[src/rtl/button_event_arbiter_pkg.sv]
// Shared types and constants for the button event arbiter and its key-code FIFO.
// The optional drop counter is controlled by the BTN_DROP_COUNT_EN macro in the top level.
package btn_pkg;

    localparam int N_BTN_MAX      = 16;
    localparam int DROP_CNT_W     = 8;
    localparam int KEY_CODE_MAX_W = $clog2(N_BTN_MAX);

    // Widest key code any supported configuration can produce.
    typedef logic [KEY_CODE_MAX_W-1:0] key_code_t;

    // Key-code width for n buttons; never narrower than one bit.
    function automatic int code_width(input int n);
        return (n < 2) ? 1 : $clog2(n);
    endfunction

endpackage

[src/rtl/button_event_arbiter_key_fifo.sv]
// Synchronous key-code FIFO: power-of-two depth, naturally wrapping pointers, separate count.
// A push into a full FIFO is accepted only when a pop happens in the same cycle.
module key_fifo #(
    parameter int WIDTH = 2,
    parameter int DEPTH = 4,
    localparam int AW   = $clog2(DEPTH),
    localparam int CW   = AW + 1
) (
    input  logic             clk,
    input  logic             reset,
    input  logic             push,
    input  logic [WIDTH-1:0] push_data,
    input  logic             pop,
    output logic [WIDTH-1:0] pop_data,
    output logic             full,
    output logic             empty,
    output logic [CW-1:0]    count
);

    logic [WIDTH-1:0] mem_q [DEPTH];
    logic [AW-1:0]    wr_ptr_q, wr_ptr_d;
    logic [AW-1:0]    rd_ptr_q, rd_ptr_d;
    logic [CW-1:0]    count_q, count_d;
    logic             push_ok;
    logic             pop_ok;

    assign empty = (count_q == '0);
    assign full  = (count_q == CW'(DEPTH));
    assign count = count_q;

    // Head reads as zero while empty so downstream never sees stale codes.
    assign pop_data = empty ? '0 : mem_q[rd_ptr_q];

    always_comb begin
        pop_ok   = pop & ~empty;
        push_ok  = push & (~full | pop_ok);
        wr_ptr_d = wr_ptr_q;
        rd_ptr_d = rd_ptr_q;
        count_d  = count_q;
        if (push_ok) begin
            wr_ptr_d = wr_ptr_q + AW'(1);
        end
        if (pop_ok) begin
            rd_ptr_d = rd_ptr_q + AW'(1);
        end
        case ({push_ok, pop_ok})
            2'b10:   count_d = count_q + CW'(1);
            2'b01:   count_d = count_q - CW'(1);
            default: count_d = count_q;
        endcase
    end

    always_ff @(posedge clk or posedge reset) begin
        if (reset) begin
            wr_ptr_q <= '0;
            rd_ptr_q <= '0;
            count_q  <= '0;
        end else begin
            wr_ptr_q <= wr_ptr_d;
            rd_ptr_q <= rd_ptr_d;
            count_q  <= count_d;
        end
    end

    always_ff @(posedge clk) begin
        if (push_ok) begin
            mem_q[wr_ptr_q] <= push_data;
        end
    end

endmodule

[src/rtl/button_event_arbiter.sv]
// Round-robin arbiter that serialises button press pulses into a key-code FIFO.
// Define BTN_DROP_COUNT_EN to add the saturating drop_cnt output for merged presses.
module button_event_arbiter
    import btn_pkg::*;
#(
    parameter int N_BTN      = 4,
    parameter int FIFO_DEPTH = 4,
    parameter int CODE_W     = code_width(N_BTN)
) (
    input  logic                  clk,
    input  logic                  reset,
    input  logic [N_BTN-1:0]      press,
    input  logic                  arb_en,
    output logic                  key_valid,
    output logic [CODE_W-1:0]     key_code,
    input  logic                  key_ready,
    output logic                  fifo_full,
    output logic [CODE_W:0]       fifo_count,
`ifdef BTN_DROP_COUNT_EN
    output logic [DROP_CNT_W-1:0] drop_cnt,
`endif
    output logic [N_BTN-1:0]      dbg_pending,
    output logic [CODE_W-1:0]     dbg_rr_ptr
);

    localparam int CNT_W = $clog2(FIFO_DEPTH) + 1;

    // Handshake: a key code transfers on every rising edge where key_valid and
    // key_ready are both high; key_valid never depends on key_ready, and the head
    // code holds steady until it is accepted.

    logic [N_BTN-1:0]  pending_q, pending_d;
    logic [CODE_W-1:0] rr_ptr_q, rr_ptr_d;
    logic              pop;
    logic              can_push;
    logic              grant_vld;
    logic [CODE_W-1:0] grant_idx;
    logic [N_BTN-1:0]  grant_oh;
    int                scan_idx;
    logic [CODE_W-1:0] scan_sel;
    logic              fifo_empty;
    logic [CNT_W-1:0]  fifo_cnt;

    // Round-robin search over registered pending bits, starting at rr_ptr.
    always_comb begin
        pop       = key_valid & key_ready;
        can_push  = arb_en & (~fifo_full | pop);
        grant_vld = 1'b0;
        grant_idx = '0;
        grant_oh  = '0;
        scan_idx  = 0;
        scan_sel  = '0;
        for (int k = 0; k < N_BTN; k++) begin
            scan_idx = int'(rr_ptr_q) + k;
            if (scan_idx >= N_BTN) begin
                scan_idx = scan_idx - N_BTN;
            end
            scan_sel = CODE_W'(scan_idx);
            if (can_push && !grant_vld && pending_q[scan_sel]) begin
                grant_vld          = 1'b1;
                grant_idx          = scan_sel;
                grant_oh[scan_sel] = 1'b1;
            end
        end
    end

    // A press on a bit granted this cycle is a fresh event, so press is OR-ed in last.
    always_comb begin
        pending_d = (pending_q & ~grant_oh) | press;
        rr_ptr_d  = rr_ptr_q;
        if (grant_vld) begin
            if (int'(grant_idx) == N_BTN - 1) begin
                rr_ptr_d = '0;
            end else begin
                rr_ptr_d = grant_idx + CODE_W'(1);
            end
        end
    end

    always_ff @(posedge clk or posedge reset) begin
        if (reset) begin
            pending_q <= '0;
            rr_ptr_q  <= '0;
        end else begin
            pending_q <= pending_d;
            rr_ptr_q  <= rr_ptr_d;
        end
    end

    key_fifo #(
        .WIDTH (CODE_W),
        .DEPTH (FIFO_DEPTH)
    ) u_key_fifo (
        .clk       (clk),
        .reset     (reset),
        .push      (grant_vld),
        .push_data (grant_idx),
        .pop       (pop),
        .pop_data  (key_code),
        .full      (fifo_full),
        .empty     (fifo_empty),
        .count     (fifo_cnt)
    );

    assign key_valid   = ~fifo_empty;
    assign fifo_count  = (CODE_W+1)'(fifo_cnt);
    assign dbg_pending = pending_q;
    assign dbg_rr_ptr  = rr_ptr_q;

`ifdef BTN_DROP_COUNT_EN
    localparam int DROP_MAX = (1 << DROP_CNT_W) - 1;

    logic [N_BTN-1:0]      merged;
    logic [DROP_CNT_W-1:0] drop_cnt_q, drop_cnt_d;
    int                    drop_sum;

    // Several buttons can merge in one cycle; add them all, clamping at the top.
    always_comb begin
        merged     = press & pending_q & ~grant_oh;
        drop_sum   = int'(drop_cnt_q) + $countones(merged);
        drop_cnt_d = (drop_sum > DROP_MAX) ? DROP_CNT_W'(DROP_MAX) : DROP_CNT_W'(drop_sum);
    end

    always_ff @(posedge clk or posedge reset) begin
        if (reset) begin
            drop_cnt_q <= '0;
        end else begin
            drop_cnt_q <= drop_cnt_d;
        end
    end

    assign drop_cnt = drop_cnt_q;
`endif

endmodule

[config.mk]
export PLATFORM = sky130hd
export DESIGN_NAME = button_event_arbiter
export DESIGN_NICKNAME = d
export VERILOG_FILES = /design/src/rtl/button_event_arbiter_pkg.sv /design/src/rtl/button_event_arbiter_key_fifo.sv /design/src/rtl/button_event_arbiter.sv
export SDC_FILE = /design/constraint.sdc
export NUM_CORES = 1
export LEC_CHECK = 0
export BUFFER_PORTS_ARGS = -buffer_cell sky130_fd_sc_hd__buf_2
export CORE_MARGIN = 5
export CORE_UTILIZATION = 43
export CTS_BUF_LIST = sky130_fd_sc_hd__clkbuf_8
export DETAILED_ROUTE_END_ITERATION = 10
export GPL_TIMING_DRIVEN = 0
export SKIP_CTS_REPAIR_TIMING = 1
export SLEW_MARGIN = 20
export SYNTH_ARGS = -nofsm -noshare
export SYNTH_HDL_FRONTEND = slang
export SYNTH_SLANG_ARGS = --single-unit
[constraint.sdc]
create_clock -name clk -period 3.1 [get_ports clk]
set_input_delay 0.465 -clock clk [delete_from_list [all_inputs] [get_ports clk]]
set_output_delay 0.465 -clock clk [all_outputs]
set_load 0.05 [all_outputs]
# After elaboration in Yosys (flattened, before gate mapping)
# Memory sizes are Yosys's and may differ from the RTL's.
# Cells that the tools add are included.
[totals] register_bits=13 latchBits=0 ram_bits=8 romBits=0 in_bits=8 out_inout_bits=13 elab_cells=101 mem_count=1
[classes] n_addsub=12 multipliers=0 div_mod_pow=0 magnitude_cmp=12 eq_ne=4 shift=0 n_mux=37 bitwise=14 reduce_logical=16
[memory_table] memory="u_key_fifo.mem_q" depth=4 word_bits=2 read_ports=1 rd_clocked_by_memory_dff=0 wr=1 line_no="button_event_arbiter_key_fifo.sv:20" text="logic [WIDTH-1:0] mem_q [DEPTH];"
[op_table] cell="$mux W2" count=10
[op_table] cell="$mux W4" count=4
[op_table] cell="$or A4 B4 Y4" count=4
[op_table] cell="$mux W1" count=14
[op_table] cell="$lt A2 B3 Y1 const B" count=4
[op_table] cell="$logic_and A1 B1 Y1" count=11
[op_table] cell="$ge A3 B3 Y1 const B" count=3
[op_table] cell="$bmux W1 S2" count=4
[op_table] cell="$demux W1 S2" count=4
[op_table] cell="$ge A2 B1 Y1 const B" count=4
[op_table] cell="$sub A2 B1 Y2 const B" count=4
[op_table] cell="$add A2 B1 Y2 const B" count=3
[op_table] cell="$add A2 B2 Y3 const B" count=2
[op_table] cell="$pmux W3 S2" count=1
[op_table] cell="$and A1 B1 Y1" count=4
[op_table] cell="$and A4 B4 Y4" count=1
[op_table] cell="$eq A2 B1 Y1 const B" count=2
[op_table] cell="$not A4 Y4" count=1
[op_table] cell="$add A2 B1 Y3 const B" count=1
[op_table] cell="$add A3 B1 Y3 const B" count=1
[op_table] cell="$eq A3 B3 Y1 const B" count=1
[op_table] cell="$ge A2 B3 Y1 const B" count=1
[op_table] cell="$logic_not A1 Y1" count=3
[op_table] cell="$logic_not A3 Y1" count=1
[op_table] cell="5 further kinds" count=7

# Longest topological paths before layout
[logic_depth] ltp_word=22 mapped_depth=10

# Hierarchy
# Synthesis repeated with hierarchy kept, for this count alone.
[unflattened] hier_cells=144 area_unflattened_um2=1570.3
[by_module_without_submodules] module="button_event_arbiter" n_inst=1 cells_per_inst=93 area_per_inst_um2=830.8 seq_area_each_um2=150.1
[by_module_without_submodules] module="key_fifo" n_inst=1 cells_per_inst=51 area_per_inst_um2=739.5 seq_area_each_um2=415.4

# Worst setup path after synthesis
# No wires, ideal clock.
[synth_timing] path_kind="register -> register" startpoint="reg u_key_fifo.count_q[2] (netlist: u_key_fifo.count[2])" endpoint="reg u_key_fifo.count_q[2] (netlist: u_key_fifo.count[2])" arrival_ps=2990 t_required_ps=3018 setup_slack_ps=28 stages_incl_launch_ff=11 n_path_buf=0 path_cell_list="dfrtp_1 -> nor3b_2 -> a21boi_2 -> o41a_1 -> inv_1 -> ha_1 -> inv_1 -> fa_1 -> xor2_1 -> nor2_1 -> xor2_1"
[synth_between] elab_cells_between_ends=30 cone_classes="add/sub (2); eq/ne (3); mux (5); bitwise (8); reduce/logical (12)"
[synth_rtl] element="start, declared" line_no="button_event_arbiter_key_fifo.sv:23" text="logic [CW-1:0] count_q, count_d;"
[synth_rtl] element="start signal, assigned" line_no="button_event_arbiter_key_fifo.sv:61" text="count_q <= count_d;"
[synth_rtl] element="$eq A3 B3 Y1 (*)" line_no="button_event_arbiter_key_fifo.sv:28" text="assign full = (count_q == CW'(DEPTH));"
[synth_rtl] element="net fifo_full" line_no="button_event_arbiter.sv:17" text="output logic fifo_full,"
[synth_rtl] element="$not A1 Y1 (*)" line_no="button_event_arbiter_key_fifo.sv:36, button_event_arbiter.sv:47"
[synth_rtl] element="$or A1 B1 Y1" line_no="button_event_arbiter.sv:47" text="can_push = arb_en & (~fifo_full | pop);"
[synth_rtl] element="$and A1 B1 Y1" line_no="button_event_arbiter.sv:47"
[synth_rtl] element="$logic_and A1 B1 Y1" line_no="button_event_arbiter.sv:59" text="if (can_push && !grant_vld && pending_q[scan_sel]) begin"
[synth_rtl] element="$mux W1" line_no="button_event_arbiter.sv:59"
[synth_rtl] element="$logic_not A1 Y1" line_no="button_event_arbiter.sv:59"
[synth_rtl] element="(+4 left out)"
[synth_rtl] element="$logic_and A1 B1 Y1 (2 in series)" line_no="button_event_arbiter.sv:59"
[synth_rtl] element="$mux W1" line_no="button_event_arbiter.sv:59"
[synth_rtl] element="$logic_not A1 Y1" line_no="button_event_arbiter.sv:59"
[synth_rtl] element="$logic_and A1 B1 Y1 (2 in series)" line_no="button_event_arbiter.sv:59"
[synth_rtl] element="$mux W1" line_no="button_event_arbiter.sv:59"
[synth_rtl] element="$and A1 B1 Y1 (*)" line_no="button_event_arbiter_key_fifo.sv:36" text="push_ok = push & (~full | pop_ok);"
[synth_rtl] element="$eq A2 B1 Y1 / $eq A2 B2 Y1 (equally long branches)" line_no="button_event_arbiter_key_fifo.sv:46" text="case ({push_ok, pop_ok})"
[synth_rtl] element="$pmux W3 S2 / $reduce_bool A2 Y1 (equally long branches)"
# The timed path passes the listed nets; every way through them passes the cells marked *.
# A chain may end at the register's enable or synchronous reset.

# Worst setup path after layout
[layout_timing] startpoint="reg rr_ptr_q[1] (netlist: dbg_rr_ptr[1])" endpoint="reg rr_ptr_q[1] (netlist: dbg_rr_ptr[1])"
[layout_between] elab_chain_len=20 elab_cells_between_ends=44 cone_classes="add/sub (8); order compare (4); eq/ne (1); mux (21); reduce/logical (10)"
[layout_lines] element="start, declared" line_no="button_event_arbiter.sv:33" text="logic [CODE_W-1:0] rr_ptr_q, rr_ptr_d;"
[layout_lines] element="start signal, assigned" line_no="button_event_arbiter.sv:86" text="rr_ptr_q <= rr_ptr_d;"
[layout_lines] element="$ge A2 B3 Y1 / $sub A2 B1 Y2 (equally long branches)" line_no="button_event_arbiter.sv:55, button_event_arbiter.sv:56"
[layout_lines] element="$mux W2" line_no="button_event_arbiter.sv:55" text="if (scan_idx >= N_BTN) begin"
[layout_lines] element="$bmux W1 S2" line_no="button_event_arbiter.sv:59"
[layout_lines] element="$mux W1 (not written as such)" line_no="button_event_arbiter.sv:59"
[layout_lines] element="$logic_and A1 B1 Y1" line_no="button_event_arbiter.sv:59"
[layout_lines] element="$mux W1" line_no="button_event_arbiter.sv:59"
[layout_lines] element="$logic_not A1 Y1" line_no="button_event_arbiter.sv:59"
[layout_lines] element="$logic_and A1 B1 Y1 (2 in series)" line_no="button_event_arbiter.sv:59"
[layout_lines] element="(+2 left out)"
[layout_lines] element="$logic_and A1 B1 Y1 (2 in series)" line_no="button_event_arbiter.sv:59"
[layout_lines] element="$mux W1" line_no="button_event_arbiter.sv:59"
[layout_lines] element="$logic_not A1 Y1" line_no="button_event_arbiter.sv:59"
[layout_lines] element="$logic_and A1 B1 Y1 (2 in series)" line_no="button_event_arbiter.sv:59"
[layout_lines] element="$mux W2 (*)" line_no="button_event_arbiter.sv:59"
[layout_lines] element="net grant_idx[1]" line_no="button_event_arbiter.sv:37" text="logic [CODE_W-1:0] grant_idx;"
[layout_lines] element="$add A2 B1 Y2 / $eq A2 B1 Y1 (equally long branches)" line_no="button_event_arbiter.sv:75, button_event_arbiter.sv:72"
[layout_lines] element="$mux W2 (*)" line_no="button_event_arbiter.sv:72" text="if (int'(grant_idx) == N_BTN - 1) begin"
# The timed path passes the listed nets; every way through them passes the cells marked *. The select of a mux whose other input is x is not followed.

==> metrics.md <==
| Metric | Value |
|---|---|
| Type of the setup path with the least slack | `flip-flop to flip-flop` |
| Number of instances in the synthesized netlist | `139` |
| Maximum level of the CTS H-tree | `1` |
| Diode count | `0` |
| Number of cells traversed by the worst register-to-register path | `10` |
| Crit start category | `flip-flop` |
| Proportion of register bits with asynchronous set or reset after synthesis | `0.619` |
| Buffering stage count on the worst path with inverters included | `3` |
| Post-detail-place hpwl | `approximately 2400 um` |
| Reg clk slew, reported paths | `0.07 ns` |
| RSZ-0062 raised after global routing | `false` |
| Mapped cell area | `0.00145 sq mm` |
| Boundary pin count | `21` |
| Final clock period utilization by the worst path | `0.845` |
| Achievable clock frequency | `382 MHz` |
| Synth Flop Type | `sky130_fd_sc_hd__dfrtp_1` |
| Crit path max-delay cell type | `sky130_fd_sc_hd__dfrtp_1` |
| Number of max-slew violations in the final report | `0` |
| Post-route ant nets | `0` |
| Net Count, Synth | `157` |
| Number of buffers inserted by port buffering | `20` |
| Highest net fanout along the worst path | `10` |
| Worst-skew pair later-pin latency | `approximately 0.25 ns` |
| Global placer's final weighted congestion | `0.780` |
| Average size of a mapped cell | `10.4 sq um` |
| Cell-by-cell listing of the critical path | `buf_2 > inv_1 > ha_1 > buf_4 > mux2i_1 > nor4_1 > o211a_1 > a32o_1 > xor2_1 > a21o_1` |
| Arrival time reported for the critical path endpoint | `2.77 ns` |
| Count of warnings emitted by yosys | `0` |
| Final routed DRC violation total | `0` |
| Finished Layout Cells | `209` |
| Reported max-cap violation count | `0` |
| CTS tree | `yes` |
| Actual slew at the worst max-slew pin | `0.527 ns` |
| Number of placement rows | `21` |
| CTS sink cnt | `21` |
| Period minus WS final | `2.62 ns` |
| Initial Util | `0.438` |
| Post-synth EDFFs | `8` |
| Mean number of vias per cell | `5.34` |
| Final Util | `0.499` |
| Clk buf depth | `2` |
| Core Box Area | `0.00331 sq mm` |
| Die W | `68.0 um` |
| Buffer cell driving the clock tree root | `sky130_fd_sc_hd__clkbuf_8` |
| Top delay family on crit path | `compound AO/OA/AOI/OAI gates` |
| Initial detailed-routing violation count | `77` |
| Number of global-route vias before repair | `1090` |
| Share of layout cells above drive strength 1 | `0.233` |
| Critical Path Sink Type | `flip-flop` |
| Sequential share of the synthesized area | `0.390` |
| Area enclosed by the die boundary | `0.00463 sq mm` |
| Reg-to-reg slack, setup | `0.48 ns` |
| Total Routing Usage GR | `0.151` |
| Wire length of the first global-routing pass | `5180 um` |
| Setup TNS | `0 ns` |
| Number of unique standard cell types used by synthesis | `between 40 and 50` |
| Remaining global-route overflow | `0` |
| Highest cell delay on the worst timing path | `0.40 ns` |
| Slew HR | `0.647` |
| Synthesis-stage register bit count | `21` |
| Die Span Y | `roughly 70 um` |
| Area Growth Syn to Fin | `14.0%` |
| Status | `finished clean` |
| WL per Instance | `15.2 um` |
| Total CTS buffers | `3` |
| Required time of the worst setup path | `~3.3 ns` |
| Final hold viol count | `0` |
| Total wire length | `between 3000 and 4000 um` |
| Initial antenna violation count | `0` |
| Final-stage net count | `182` |
| Worst Clk Skew | `roughly 0.0058 ns` |
| DR vias | `1117` |
| Pre-antenna DRT Iters | `4` |
| Total instance count after detailed placement | `between 200 and 250` |
| Setup violators final | `0` |
| Path category of the worst min-delay check | `input pin to async pin` |
| Maximum number of pins on one net before global-route repair | `14` |
| Instance count on the critical path | `10` |
-- cell type report --
type / count / area, sq um
fill: 331 / 1660
multi-input combinational: 98 / 788
sequential: 21 / 566
timing repair buffer: 20 / 100
tap: 46 / 57.6
inverter: 13 / 48.8
buffer: 7 / 46.3
clock buffer: 3 / 41.3
clock inverter: 1 / 3.75
-- cell families after synthesis --
group / Yosys count / share of synthesized area
fa+ha+maj: 10 / 0.0915
mux: 12 / 0.104
simple gates: 39 / 0.139
compound gates: 29 / 0.161
flops: 21 / 0.390
buf+inv: 20 / 0.0656
xor+xnor: 8 / 0.0484
-- cell usage after synthesis (2+ instances only) --
cell                       instances  area, sq um
sky130_fd_sc_hd__xor2_1            4         35.0
sky130_fd_sc_hd__o21ai_0           3         15.0
sky130_fd_sc_hd__buf_4             2         15.0
sky130_fd_sc_hd__a22o_1            4         35.0
sky130_fd_sc_hd__nor2_1            5         18.8
sky130_fd_sc_hd__mux2i_1           8         80.1
sky130_fd_sc_hd__nor4_1            2         12.5
sky130_fd_sc_hd__edfxtp_1          8          240
sky130_fd_sc_hd__nand2_1          16         60.1
sky130_fd_sc_hd__nor2b_1           2         12.5
sky130_fd_sc_hd__a21o_1            2         15.0
sky130_fd_sc_hd__xnor2_1           4         35.0
sky130_fd_sc_hd__a41o_1            2         20.0
sky130_fd_sc_hd__buf_2             4         20.0
sky130_fd_sc_hd__ha_1              9          113
sky130_fd_sc_hd__a21oi_1           4         20.0
sky130_fd_sc_hd__mux4_2            2         45.0
sky130_fd_sc_hd__inv_1            13         48.8
sky130_fd_sc_hd__and2_1            7         43.8
sky130_fd_sc_hd__dfrtp_1          13          325
-- per-layer routing --
| layer | vias up | wire length, um | GRT usage |
|---|---|---|---|
| met1 | 535 | 1380 | 0.192 |
| li1 | 540 | - | - |
| met2 | 40 | 1540 | 0.256 |
| met4 | 0 | 11 | 0.0223 |
| met3 | 2 | 232 | 0.0443 |
| met5 | - | 0 | 0 |
-- stage by stage --
step	hold slack, ns	setup slack, ns	cell area, sq um
finish	0.231	0.479	1650
detailed placement	0.494	0.509	1610
global placement	0.486	0.519	1610
CTS	0.245	0.491	1650
global route	0.263	0.293	1650
floorplan	0.342	0.0283	1450
-- registers in the layout, summed over array words and instances, names as in the netlist, named ones only --
| register | cells |
|---|---|
| dbg_pending | 4 |
| u_key_fifo.count | 3 |
| u_key_fifo.rd_ptr_q | 2 |
| u_key_fifo.wr_ptr_q | 2 |
| u_key_fifo.mem_q | 8 |
| dbg_rr_ptr | 1 |
-- final timing paths --
kind                                                      start                                 end
worst max register to register        dbg_rr_ptr[1]$_DFFE_PP0P_           dbg_rr_ptr[1]$_DFFE_PP0P_
worst min register to register  u_key_fifo.count[2]$_DFFE_PP0P_     u_key_fifo.count[2]$_DFFE_PP0P_
worst max-delay path                  dbg_rr_ptr[1]$_DFFE_PP0P_           dbg_rr_ptr[1]$_DFFE_PP0P_
worst min-delay path                                      reset     u_key_fifo.count[0]$_DFFE_PP0P_
min in group clk                                       press[1]            dbg_pending[1]$_DFF_PP0_
max in group asynchronous                                 reset  u_key_fifo.wr_ptr_q[1]$_DFFE_PP0P_
-- worst reg2reg max path, delay by kind of cell, from the launching register on --
| family | cells | cell delay, ns |
|---|---|---|
| xor gates and xnor gates | 1 | 0.16 |
| and+or+nand+nor | 1 | 0.06 |
| DFF | 1 | 0.40 |
| buffers and inverters | 3 | 0.57 |
| adders and majority gates | 1 | 0.38 |
| muxes | 1 | 0.20 |
| AOI/OAI and AO/OA | 3 | 0.76 |
-- cells in the final DEF, fill, tap and decap left out, drive strengths merged, types with 2 or more instances in the layout --
cell	n
nor4	2
nor2	5
nand2	16
inv	14
and2	7
xnor2	4
xor2	4
edfxtp	8
a21o	2
dfrtp	13
nor2b	2
buf	27
a21oi	4
mux4	2
ha	9
o21ai	3
mux2	2
a22o	4
a41o	2
clkbuf	3
mux2i	8
Power is not shown: default switching activity piles up to over one toggle a cycle in this logic, so the estimate is an artifact.
